`config.mk`:
```
export PLATFORM = sky130hd
export DESIGN_NAME = gpio_wbarb
export DESIGN_NICKNAME = d
export VERILOG_FILES = /design/src/rtl/gpio_wbarb_pkg.sv /design/src/rtl/gpio_wbarb_rr_pick.sv /design/src/rtl/gpio_wbarb.sv
export SDC_FILE = /design/constraint.sdc
export NUM_CORES = 1
export LEC_CHECK = 0
export CAP_MARGIN = 10
export CORE_UTILIZATION = 31
export DETAILED_ROUTE_END_ITERATION = 12
export GPL_TIMING_DRIVEN = 0
export PLACE_DENSITY_LB_ADDON = 0.1
export RECOVER_POWER = 50
export SYNTH_ARGS = -nofsm -noshare
export SYNTH_HDL_FRONTEND = slang
export SYNTH_SLANG_ARGS = --single-unit
```
`constraint.sdc`:
```
create_clock -name i_clk -period 1.9 [get_ports i_clk]
set_input_delay 0.38 -clock i_clk [delete_from_list [all_inputs] [get_ports i_clk]]
set_output_delay 0.38 -clock i_clk [all_outputs]
set_load 0.05 [all_outputs]
```
`src/rtl/gpio_wbarb_pkg.sv`:
```
// Shared types and defaults for the GPIO Wishbone arbiter.
package gpio_wbarb_pkg;

    typedef enum logic {
        IDLE,
        OWNED
    } arb_state_e;

    localparam int unsigned DEFAULT_TIMEOUT = 255;

endpackage

```
`src/rtl/gpio_wbarb_rr_pick.sv`:
```
// Round-robin picker: first asserted request searching upward from last+1, wrapping at NM.
module rr_pick #(
    parameter int unsigned NM = 2,
    parameter int unsigned IW = 1
) (
    input  logic [NM-1:0] req,
    input  logic [IW-1:0] last,
    output logic [NM-1:0] onehot,
    output logic [IW-1:0] idx
);

    logic          found;
    logic [IW-1:0] cand;

    always_comb begin
        onehot = '0;
        idx    = '0;
        found  = 1'b0;
        cand   = '0;
        for (int unsigned i = 1; i <= NM; i++) begin
            cand = IW'((32'(last) + i) % NM);
            if (!found && req[cand]) begin
                found        = 1'b1;
                onehot[cand] = 1'b1;
                idx          = cand;
            end
        end
    end

endmodule

```
`src/rtl/gpio_wbarb.sv`:
```
// NM-master Wishbone arbiter in front of a single GPIO slave.
// Optional idle-owner timeout with lockout enabled by defining GPIOARB_TIMEOUT_EN.
module gpio_wbarb
    import gpio_wbarb_pkg::*;
#(
    parameter int unsigned NM      = 2,
    parameter int unsigned TIMEOUT = DEFAULT_TIMEOUT
) (
    input  logic             i_clk,
    input  logic             i_areset_n,
    input  logic [NM-1:0]    i_cyc,
    input  logic [NM-1:0]    i_stb,
    input  logic [NM-1:0]    i_we,
    input  logic [NM*32-1:0] i_data,
    output logic [NM-1:0]    o_ack,
    output logic [NM-1:0]    o_stall,
    output logic [31:0]      o_data,
    output logic             o_cyc,
    output logic             o_stb,
    output logic             o_we,
    output logic [31:0]      o_sdata,
    input  logic [31:0]      i_sdata,
    output logic [NM-1:0]    o_grant
);

    localparam int unsigned IW = (NM > 1) ? $clog2(NM) : 1;

    arb_state_e    state_q, state_d;
    logic [NM-1:0] grant_q, grant_d;
    logic [IW-1:0] last_q, last_d;
    logic [NM-1:0] ack_q, ack_d;
    logic [31:0]   data_q;

    logic [NM-1:0] eligible;
    logic [NM-1:0] pick_onehot;
    logic [IW-1:0] pick_idx;
    logic          own_cyc, own_stb, own_we;
    logic          accept;
    logic          timeout_hit;

    rr_pick #(
        .NM (NM),
        .IW (IW)
    ) u_rr_pick (
        .req    (eligible),
        .last   (last_q),
        .onehot (pick_onehot),
        .idx    (pick_idx)
    );

    // Grant is one-hot (or zero), so an OR-reduction acts as the owner mux.
    always_comb begin
        own_cyc = |(i_cyc & grant_q);
        own_stb = |(i_stb & grant_q);
        own_we  = |(i_we & grant_q);
        o_sdata = '0;
        for (int k = 0; k < NM; k++) begin
            if (grant_q[k]) begin
                o_sdata = o_sdata | i_data[32*k +: 32];
            end
        end
    end

    assign accept = (state_q == OWNED) && own_cyc && own_stb;
    assign ack_d  = grant_q & {NM{accept}};

`ifdef GPIOARB_TIMEOUT_EN
    localparam int unsigned CW = $clog2(TIMEOUT + 1);

    logic [CW-1:0] cnt_q, cnt_d;
    logic [NM-1:0] lockout_q, lockout_d;

    always_comb begin
        cnt_d       = '0;
        timeout_hit = 1'b0;
        lockout_d   = lockout_q & i_cyc;
        if (state_q == OWNED && own_cyc && !own_stb) begin
            if (cnt_q == CW'(TIMEOUT - 1)) begin
                timeout_hit = 1'b1;
                lockout_d   = lockout_d | grant_q;
            end else begin
                cnt_d = cnt_q + 1'b1;
            end
        end
    end

    always_ff @(posedge i_clk or negedge i_areset_n) begin
        if (!i_areset_n) begin
            cnt_q     <= '0;
            lockout_q <= '0;
        end else begin
            cnt_q     <= cnt_d;
            lockout_q <= lockout_d;
        end
    end

    assign eligible = i_cyc & ~lockout_q;
`else
    // TIMEOUT only matters when the timeout feature is built in.
    logic unused_timeout;
    assign unused_timeout = ^TIMEOUT;
    assign timeout_hit    = 1'b0;
    assign eligible       = i_cyc;
`endif

    always_comb begin
        state_d = state_q;
        grant_d = grant_q;
        last_d  = last_q;
        unique case (state_q)
            IDLE: begin
                if (|eligible) begin
                    state_d = OWNED;
                    grant_d = pick_onehot;
                    last_d  = pick_idx;
                end
            end
            OWNED: begin
                if (!own_cyc || timeout_hit) begin
                    state_d = IDLE;
                    grant_d = '0;
                end
            end
            default: begin
                state_d = IDLE;
                grant_d = '0;
            end
        endcase
    end

    always_ff @(posedge i_clk or negedge i_areset_n) begin
        if (!i_areset_n) begin
            state_q <= IDLE;
            grant_q <= '0;
            last_q  <= IW'(NM - 1);
            ack_q   <= '0;
            data_q  <= '0;
        end else begin
            state_q <= state_d;
            grant_q <= grant_d;
            last_q  <= last_d;
            ack_q   <= ack_d;
            if (accept) begin
                data_q <= i_sdata;
            end
        end
    end

    // Masking by i_cyc drops an ack whose master has already abandoned the cycle.
    assign o_ack   = ack_q & i_cyc;
    assign o_stall = ~grant_q;
    assign o_data  = data_q;
    assign o_grant = grant_q;
    assign o_cyc   = own_cyc;
    assign o_stb   = own_stb;
    assign o_we    = own_we;

endmodule

```
After elaboration in Yosys (flattened, before gate mapping):

Index checks and enable logic that the tools add are counted.

* output and inout bits: 73
* input port bits: 104
* flip-flop bits (word level): 38
* word-level logic and storage cells: 55

* add/sub/neg operators: 2
* $lt $le $gt $ge: 4
* eq/ne operators: 2
* bitwise operators: 9
* reductions and logical operators: 12
* mux-type cells: 21

Operators by type and width (count)
* two-way mux 32 bit: 2
* OR 32 bit: 1
* two-way mux 1 bit: 11
* AND 2 bit: 5
* two-way mux 2 bit: 4
* OR reduction 2 bit: 4
* logical AND 1 bit: 5
* < comparator 1 x 2 -> 1 bit (second input constant): 2
* != test 2 bit (second input constant): 2
* case mux 2 bit (2 select lines): 1
* AND reduction 2 bit: 2
* adder 1 bit (second input constant): 2
* demux 1 bit (select 1 bit): 2
* >= comparator 1 bit (second input constant): 2
* inverter 2 bit: 1
* OR 2 bit: 1
* case mux 1 bit (2 select lines): 1
* logical NOT 1 bit: 1
* inverter 1 bit: 1

Logic depth before layout (Yosys ltp):

Gate-level depths: netlist of run 1.

* word-level depth: 10
* gate-level depth with buffers: 5
* gate-level depth less buffers: 3

Cells and area by module:

A second synthesis of run 1 with hierarchy kept.

* cell total of the unflattened synthesis: 145
* area total of the unflattened synthesis: 1980.6 um2

Modules (own cells, without submodules)
* gpio_wbarb: seq. area each 952.2 um2, area each 1954.4 um2, cells each 141, instances 1
* rr_pick: seq. area each 0.0 um2, area each 26.3 um2, cells each 4, instances 1

Worst setup path after synthesis of run 1:

OpenSTA, ideal clock, no wires.

* path type: reg2out
* from: reg grant_q[0] (netlist: o_grant[0])
* to: out o_sdata[10]
* path slack: -0.123 ns
* data required time: 1.520 ns
* data arrival time: 1.643 ns
* path buffers: 2
* stages on the path, launching flop included: 4
* cells stage by stage: dfrtp_1 > buf_4 > clkbuf_1 > a22o_1

* word-level cells in the longest chain between the ends: 3

RTL lines
* from (decl): RTL line gpio_wbarb.sv:29 `logic [NM-1:0] grant_q, grant_d;`
* from (signal assigned): RTL line gpio_wbarb.sv:140 `grant_q <= grant_d;`
* two-way mux 32 bit *: RTL line gpio_wbarb.sv:58 `if (grant_q[k]) begin`
* OR 32 bit: RTL line gpio_wbarb.sv:59 `o_sdata = o_sdata | i_data[32*k +: 32];`
* two-way mux 32 bit *: RTL line gpio_wbarb.sv:58
* to (decl): RTL line gpio_wbarb.sv:21 `output logic [31:0] o_sdata,`

Mark *: on every way between the ends. The rest lies on a longest branch, timed or not.

Worst setup path in the final report of run 1:

* from: reg data_q[5] (netlist: o_data[5])
* to: out o_data[5]

RTL lines
* from (decl): RTL line gpio_wbarb.sv:32 `logic [31:0] data_q;`
* from (signal assigned): RTL line gpio_wbarb.sv:144 `data_q <= i_sdata;`
* to (decl): RTL line gpio_wbarb.sv:17 `output logic [31:0] o_data,`

No word-level cell between the ends.

==> impl_results.md, run 1 <==
* Hpwl dp at between 4000 and 5000 um
* Num CTS Buffers at 5
* Worst slack, placed at -0.542 ns
* Worst Setup End Kind: output port
* CP peak stage delay at 0.81 ns
* Grt ovf at 0
* Die area at approximately 6600 um^2
* Commonest non-fill, non-tap cell in the layout: clkdlybuf4s50_1
* DIE HEIGHT at around 81 um
* Initial cell density of the core at around a third
* Max FO, Critical Path at 2
* Clk_lat worst skew at roughly 0.29 ns
* CP Launch Type: register
* Fmax at between 500 and 600 MHz
* Worst Clk Skew at 0.00480 ns
* Setup WS post-layout at roughly 0.05 ns
* CTS Hold Buffers Added at 0
* Switching part of the total at 53.4%
* Yosys warns at 0
* Antenna violations before repair at 0
* CTS Buffer Depth at 2
* CTS tree: done
* Tot Pwr at around 7.4 mW
* Slowest-stage cell, CP: clkdlybuf4s50_1
* Total Wirelength at 6280 um
* Cell Rows at 28
* Cell chosen for the clock root: clkbuf_8
* I/O pins at about 180
* Slew margin rel. at roughly 38%
* Die X-Extent at around 80 um
* Setup violators final at 0
* Arr. time, crit path at 1.47 ns
* #FFs+latches synth at 38
* Layout cell share with drive strength beyond 1 at between 30 and 40%
* Total GRT Usage at between 10% and 20%
* Crit path time final at about 1.9 ns
* Via/cell ratio at 4.69
* Tcrit/Tclk final at between 90% and 100%
* Mapped Nets at roughly 240
* Int Pwr at roughly 3.4 mW
* Non-Filler Instances at 400
* Logic pwr share at approximately 73%
* Path type of the worst setup path: register to output port
* Worst slew pin tran at approximately 0.93 ns
* Synth unique cells at 20
* Vias in the first global route at between 1,500 and 2,000
* Most frequent cells in the layout: clkdlybuf4s50_1, dfrtp_1, buf_4
* TritonCTS Sinks at 38
* Hold WC Path Type: input port to async pin
* Post-Syn Area per Cell at 13.9 um^2
* Average wire per standard cell at roughly 16 um
* Initial drt markers at 57
* Initial DRT Pass Iterations at 4
* PwrDens at approximately 2000 nW/um^2
* Final GP Congestion at between 0.7 and 0.8
* Final hold violations at 0
* Fin. max-slew vios at 0
* DR DRC count at 0
* Detail Route Antenna Nets at 0
* VDD IR-drop max at a little under 1 mV
* Total number of vias at 1,877
* Core ar. at ~6000 um^2
* Max Cap Viol at 0
* # placed instances at roughly 390
* Nets at roughly 430
* Util after Layout at roughly 63%
* Sequential share of power at a little under a fifth
* RSZ-0062 raised after global routing: no
* First-pass GRT wire length at about 9000 um
* Reg clk slew, reported paths at approximately 0.08 ns
* Netlist Area Pre-Place at approximately 2000 um^2
* Worst path bufs/invs at 1
* Cell Chain, Critical Path: clkdlybuf4s50_1
* Number of I/O port buffers at about 180
* Critical path's top delay family: buffers and inverters
* Number of fill cells in the layout at between 500 and 600
* Synth-to-Final Area Change at 93.4%
* P_sw at about 3.9 mW
* Post-Synthesis Cells at 140
* Critical Path RT at around 1.5 ns
* Clock Power Share at 7.9%
* Result of the run: finished clean
* Sequential area share after synthesis at roughly half
* Leakage Power at roughly 1.7 nW
* Antenna cells at 0
* H-tree Lvls at 2
* Largest net degree at the start of global routing at 39
[kinds of logic (layout without fill, tap and decap cells)]
family,Yosys count,count (layout),synth area share (%)
buffers and inverters,15,200,4.44
and+or+nand+nor,10,10,3.02
muxes,32,32,23.9
DFF,38,38,49.0
AOI/OAI and AO/OA,45,45,19.6
[path summary, 6_finish.rpt]
kind                             from    endpoint  slack (ns)  cells after the start
max                         o_data[5]   o_data[5]        0.05                      1
min                        i_areset_n   o_data[4]        0.22                      1
max reg2reg                o_grant[1]   o_data[8]        0.14                      5
min reg2reg                o_data[13]  o_data[13]        0.49                      1
max in group asynchronous  i_areset_n  o_data[13]        1.11                      1
min in group i_clk         o_data[13]  o_data[13]        0.49                      1
[flip-flops by register name, indices dropped and copies added, names as in the netlist]
| name | count |
|---|---|
| o_grant | 2 |
| state_q | 1 |
| last_q | 1 |
| o_data | 32 |
| ack_q | 2 |
[through the flow]
step | cell area [um^2] | TNS, ns | hold slack [ns]
after global placement | 3840 | -35.90 | 0.489
after floorplan | 1980 | 0 | 0.0844
after detailed placement | 3830 | -19.90 | 0.491
after CTS | 3860 | 0 | 0.209
after global routing | 3760 | 0 | 0.274
final | 3760 | 0 | 0.220
[cells in the mapped netlist]
cell type / number / share of area [%]
a21oi_1: 2 / 0.51
a22o_1: 33 / 15
a22o_4: 2 / 1.8
a2bb2oi_1: 1 / 0.45
and2_1: 2 / 0.64
buf_4: 2 / 0.77
buf_6: 3 / 1.7
clkbuf_1: 7 / 1.4
dfrtp_1: 37 / 48
dfstp_2: 1 / 1.4
inv_1: 3 / 0.58
mux2_2: 4 / 2.3
mux2_4: 28 / 22
nand2_1: 2 / 0.39
nand2b_1: 1 / 0.32
nand3_4: 1 / 0.90
nor2_1: 4 / 0.77
o21a_1: 1 / 0.39
o21ai_0: 5 / 1.3
o22ai_1: 1 / 0.32
[repair_timing]
action                                  CTS  global route
endpoints found under the setup margin   39            36
gates resized for setup                 220            19
pin swaps                                 0             0
hold endpoints to repair                  0             0
buffers inserted                          0             1
[per-layer routing]
| metal | GRT usage (%) | routed length [um] | vias to the layer above |
|---|---|---|---|
| met2 | 31.1 | 3210 | 90 |
| met3 | 5.39 | 598 | 6 |
| met1 | 21.7 | 2410 | 891 |
| met5 | 0 | 0 | - |
| met4 | 4.64 | 48 | 0 |
| li1 | - | - | 890 |
[layout make-up]
cell class              instances  area (um^2)  area share, %
plain buffers                  12         88.8           2.36
clock buffers                   6         82.6           2.20
clock inverters                 2         12.5          0.333
inverters                       3         11.3          0.299
multi-input cells              87          868           23.1
flip-flops and latches         38          952           25.3
well taps                      75         93.8           2.50
repair buffers                177         1650           43.9
[power groups by stage]
stage               clock network (mW)  registers, mW  logic (mW)
finish                           0.584           1.42        5.39
detailed placement                   0           1.43        5.73
floorplan                            0           2.71        2.61
global placement                     0           1.42        5.70
global route                     0.646           1.47        5.61
CTS                              0.611           1.43        5.64
(Power assumes the default switching activity.)
==> run 2, diff against run 1 <==
==> constraint.sdc (replaced) <==
create_clock -name i_clk -period 1.9 [get_ports i_clk]
set_input_delay 0.285 -clock i_clk [delete_from_list [all_inputs] [get_ports i_clk]]
set_output_delay 0.285 -clock i_clk [all_outputs]
set_load 0.05 [all_outputs]
==> impl_results.md, run 2 (synthesized netlist as in run 1, its figures left out) <==
* DR DRC count at 0
* Placed inst area at between 3000 and 4000 um^2
* CP peak stage delay at ~0.70 ns
* Vias in the first global route at around 1,700
* Die X-Extent at 81.2 um
* Slowest-stage cell, CP: dlygate4sd3_1
* CTS Buffer Depth at 2
* Largest net degree at the start of global routing at 39
* Total GRT Usage at around 18%
* Initial DRT Pass Iterations at 4
* Hpwl dp at a little under 5000 um
* Total Wirelength at 6250 um
* Leakage Power at roughly 1.7 nW
* Setup WS post-layout at 0.0558 ns
* Path type of the worst setup path: input port to output port
* Core ar. at 5990 um^2
* Average wire per standard cell at between 15 and 20 um
* Worst path bufs/invs at 2
* Non-Filler Instances at approximately 400
* TritonCTS Sinks at 38
* Max Cap Viol at 0
* VDD IR-drop max at between 1 and 1.5 mV
* DIE HEIGHT at about 80 um
* Num CTS Buffers at 5
* Design Area, Final at about 3800 um^2
* Nets at ~430
* CP Launch Type: input port
* Most frequent cells in the layout: clkdlybuf4s50_1, dfrtp_1, a22o_2
* P_sw at between 3 and 4 mW
* Critical Path RT at roughly 1.6 ns
* Cell Chain, Critical Path: dlygate4sd3_1, a22o_4, clkdlybuf4s15_2
* I/O pins at 177
* Detail Route Antenna Nets at 0
* Number of I/O port buffers at ~180
* Tcrit/Tclk final at between 90% and 100%
* Largest register FFs at 32
* Hold WC Path Type: input port to async pin
* Total number of vias at about 1,900
* Slew margin rel. at about two fifths
* Util after Layout at roughly 63%
* Worst Clk Skew at roughly 0.0049 ns
* Via/cell ratio at around 4.7
* Sequential share of power at approximately 19%
* CTS tree: done
* First-pass GRT wire length at about 9000 um
* Initial cell density of the core at around a third
* PwrDens at 1960 nW/um^2
* Clk_lat worst skew at ~0.29 ns
* # placed instances at slightly below 400
* Hold WS at 0.119 ns
* Cell chosen for the clock root: clkbuf_8
* Reg clk slew, reported paths at around 0.08 ns
* Final hold violations at 0
* Int Pwr at 3.43 mW
* Switching part of the total at 53.5%
* Grt ovf at 0
* Result of the run: finished clean
* Setup violators final at 0
* Max FO, Critical Path at 8
* Die area at 6590 um^2
* Cell Rows at 28
* Worst slack, placed at -0.359 ns
* Worst Setup End Kind: output port
* H-tree Lvls at 2
* Crit path time final at 1.84 ns
* RSZ-0062 raised after global routing: no
* CTS Hold Buffers Added at 0
* Commonest non-fill, non-tap cell in the layout: clkdlybuf4s50_1
* Layout cell share with drive strength beyond 1 at between 30% and 40%
* Synth-to-Final Area Change at 93.2%
* Initial drt markers at 40
* Fin. max-slew vios at 0
* Arr. time, crit path at 1.56 ns
* Antenna violations before repair at 0
* Logic pwr share at between 70% and 80%
* Fmax at roughly 540 MHz
* Final GP Congestion at just over 0.7
* Clock Power Share at under 10%
* Worst slew pin tran at 0.917 ns
* Antenna cells at 0
* Critical path's top delay family: buffers and inverters
-- run 2: changes by cell type in the layout (fill, tap and decap cells not counted), sizes merged --
| cell | previous run | this run |
|---|---|---|
| dlymetal6s2s | 1 | 0 |
| dlygate4sd3 | 0 | 1 |
| clkdlybuf4s15 | 5 | 3 |
| clkbuf | 17 | 23 |
| clkdlybuf4s50 | 131 | 135 |
| buf | 40 | 28 |
| dlygate4sd2 | 1 | 4 |
-- run 2: layout make-up --
| type | count | area (um^2) |
|---|---|---|
| repair buffers | 176 | 1620 |
| inverters | 3 | 11.3 |
| clock inverters | 2 | 12.5 |
| well taps | 75 | 93.8 |
| clock buffers | 6 | 82.6 |
| flip-flops and latches | 38 | 952 |
| fillers | 528 | 2230 |
| plain buffers | 12 | 72.6 |
| multi-input cells | 87 | 915 |
-- run 2: layer usage --
layer	track usage [%]	part of all wire, %	routed length (um)
met2	31.0	51	3160
met4	4.64	0.77	48
met1	21.6	39	2460
met5	0	0	0
met3	5.39	9.3	581
-- run 2: power by group through the flow --
stage	logic, mW	clock network [mW]	registers (mW)
floorplan	2.61	0	2.71
global placement	5.70	0	1.42
detailed placement	5.73	0	1.43
CTS	5.46	0.611	1.43
global route	5.57	0.646	1.48
finish	5.35	0.585	1.43
-- run 2: path summary, 6_finish.rpt --
kind	start	end	slack [ns]	cells past startpoint
setup / recovery	i_cyc[1]	o_cyc	0.06	3
hold / removal	i_areset_n	o_data[4]	0.12	1
setup reg to reg	o_grant[0]	o_data[24]	0.13	5
hold reg to reg	o_data[13]	o_data[13]	0.49	1
max in group asynchronous	i_areset_n	o_data[13]	1.21	1
min in group i_clk	o_data[13]	o_data[13]	0.49	1
-- run 2: repair_timing --
item	CTS	global route
pin swaps	0	0
resized for setup	174	14
buffers inserted	0	0
setup endpoints to repair	39	21
-- run 2: metrics by stage --
step	power (mW)	setup TNS, ns
3_3_place_gp	7.12	-25.56
2_1_floorplan	5.32	0
4_1_cts	7.50	-0.0726
6_report	7.36	0
5_1_grt	7.70	0
3_5_place_dp	7.16	-13.15
==> run 3, diff against run 2 <==
--- a/config.mk
+++ b/config.mk
@@ -7,6 +7,7 @@
 export LEC_CHECK = 0
 export CAP_MARGIN = 10
 export CORE_UTILIZATION = 31
+export CTS_BUF_LIST = sky130_fd_sc_hd__clkbuf_16
 export DETAILED_ROUTE_END_ITERATION = 12
 export GPL_TIMING_DRIVEN = 0
 export PLACE_DENSITY_LB_ADDON = 0.1
==> impl_results.md, run 3 (synthesized netlist as in run 1, its figures left out) <==
* Reg clk slew, reported paths at 0.06 ns
* Result of the run: finished clean
* Setup bufs post-CTS at 0
* Clock Power Share at between 10% and 20%
* Most frequent cells in the layout: clkdlybuf4s50_1, dfrtp_1, a22o_2, buf_2, mux2_1
* Average wire per standard cell at 15.8 um
* Cell Rows at 28
* Critical R2R Launch: o_grant[0]
* Sequential share of power at between 10% and 20%
* Worst path bufs/invs at 2
* # placed instances at between 300 and 400
* DR DRC count at 0
* Int Pwr at between 3 and 4 mW
* CTS Buffer Depth at 2
* Max Cap Viol at 0
* R2R cell count at 5
* Hold WC Path Type: input port to async pin
* Critical Path RT at 1.62 ns
* Largest net degree at the start of global routing at 39
* Worst Clk Skew at between 0.002 and 0.0025 ns
* Worst slack, placed at -0.359 ns
* Final hold violations at 0
* Switching part of the total at between 50% and 60%
* Core ar. at 5990 um^2
* TritonCTS Sinks at 38
* Initial cell density of the core at about 32%
* Path type of the worst setup path: input port to output port
* Synth-to-Final Area Change at 92.3%
* Antenna cells at 0
* CTS Hold Buffers Added at 0
* Layout cell share with drive strength beyond 1 at a little under a third
* Arr. time, crit path at between 1.5 and 2 ns
* Detail Route Antenna Nets at 0
* Via/cell ratio at around 4.7
* CTS tree: done
* Setup violators final at 0
* Reg2Reg Setup Slack at 0.18 ns
* Leakage Power at about 1.7 nW
* Total GRT Usage at approximately 18%
* Die area at approximately 6600 um^2
* Slew margin rel. at a little under two fifths
* Fmax at about 540 MHz
* Number of I/O port buffers at 176
* Fin. max-slew vios at 0
* Hpwl dp at slightly below 5000 um
* Antenna violations before repair at 0
* Setup WS post-layout at 0.0433 ns
* Initial drt markers at 39
* DIE HEIGHT at between 80 and 90 um
* Worst R2R End: o_data[5]
* VDD IR-drop max at 1.02 mV
* Max FO, Critical Path at 8
* Worst Setup End Kind: output port
* Initial DRT Pass Iterations at 3
* Crit path time final at approximately 1.9 ns
* RSZ-0062 raised after global routing: no
* Cell Chain, Critical Path: dlygate4sd3_1, a22o_4, clkdlybuf4s15_2
* Grt ovf at 0
* H-tree Lvls at 2
* Slowest-stage cell, CP: dlygate4sd3_1
* First-pass GRT wire length at ~9000 um
* Cell chosen for the clock root: clkbuf_16
* Total number of vias at roughly 1,900
* CP peak stage delay at roughly 0.7 ns
* Logic pwr share at between 70% and 80%
* Nets at 427
* Hold WS at about 0.14 ns
* PwrDens at 1990 nW/um^2
* Clk_lat worst skew at 0.28 ns
* Tcrit/Tclk final at a little over nine tenths
* Final GP Congestion at 0.714
* P_sw at about 4.0 mW
* Commonest non-fill, non-tap cell in the layout: clkdlybuf4s50_1
* Non-Filler Instances at 399
* Num CTS Buffers at 5
* CP Launch Type: input port
* Die X-Extent at about 81 um
* Largest register FFs at 32
* I/O pins at between 150 and 200
* Critical path's top delay family: buffers and inverters
* Worst slew pin tran at slightly above 0.9 ns
* Vias in the first global route at roughly 1,700
* Total Wirelength at between 6000 and 7000 um
-- run 3: cell types whose count changed in the layout (fill, tap and decap cells not counted), moves of 3 or more --
cell / before / now
buf_2: 25 / 31
mux2_1: 8 / 18
clkbuf_8: 6 / 0
clkbuf_16: 0 / 5
clkbuf_4: 10 / 2
mux2_4: 20 / 10
clkbuf_2: 6 / 9
-- run 3: cell type report --
class / count / area, um^2
Buffer: 12 / 75.1
Clock buffer: 5 / 125
Clock inverter: 3 / 16.3
Fill cell: 537 / 2250
Inverter: 3 / 11.3
Multi-Input combinational cell: 87 / 877
Sequential cell: 38 / 952
Tap cell: 75 / 93.8
Timing Repair Buffer: 176 / 1590
-- run 3: metal layers --
| metal | global-route usage (%) | part of all wire (%) |
|---|---|---|
| met4 | 3.57 | 0.60 |
| met3 | 5.39 | 9.2 |
| met5 | 0 | 0 |
| met1 | 21.9 | 40 |
| met2 | 31.3 | 50 |
-- run 3: power groups by stage --
stage / Sequential (mW) / Clock, mW / Combinational [mW]
after floorplan: 2.71 / 0 / 2.61
after global placement: 1.42 / 0 / 5.70
after detailed placement: 1.43 / 0 / 5.73
after CTS: 1.44 / 0.824 / 5.46
after global routing: 1.48 / 0.862 / 5.42
final: 1.42 / 0.796 / 5.21
-- run 3: stage by stage --
| stage | area (um^2) | setup TNS (ns) | total power, mW | utilization [%] |
|---|---|---|---|---|
| after detailed placement | 3830 | -13.15 | 7.16 | 64.0 |
| after CTS | 3840 | -0.105 | 7.72 | 64.0 |
| after global routing | 3740 | 0 | 7.76 | 62.4 |
| after floorplan | 1980 | 0 | 5.32 | - |
| final | 3740 | 0 | 7.43 | 62.4 |
| after global placement | 3840 | -25.56 | 7.12 | 64.1 |
-- run 3: how the worst max path moves through the flow --
stage | end | slack [ns] | depth (start not counted) | startpoint
3_3_place_gp | o_data[11] | -0.35 | 1 | i_areset_n
4_1_cts | o_sdata[0] | -0.05 | 4 | o_grant[0]
2_1_floorplan | o_data[0] | 0.02 | 5 | o_grant[0]
3_5_place_dp | o_sdata[0] | -0.36 | 4 | o_grant[0]
6_report | o_cyc | 0.04 | 3 | i_cyc[1]
5_1_grt | o_cyc | 0.003 | 3 | i_cyc[1]
-- run 3: repair_timing --
action                     4_1_cts  5_1_grt
gates resized for setup        170        7
pin swaps                        0        0
gates cloned                     0        0
hold endpoints to repair         0        0
setup endpoints to repair       39        4
-- run 3: worst reg2reg max path, stage by stage, from the launching register on --
cell and delay, ns:
dfrtp_1 0.39, buf_4 0.18, a22o_4 0.28, nand3_4 0.13, clkbuf_4 0.26, mux2_1 0.35
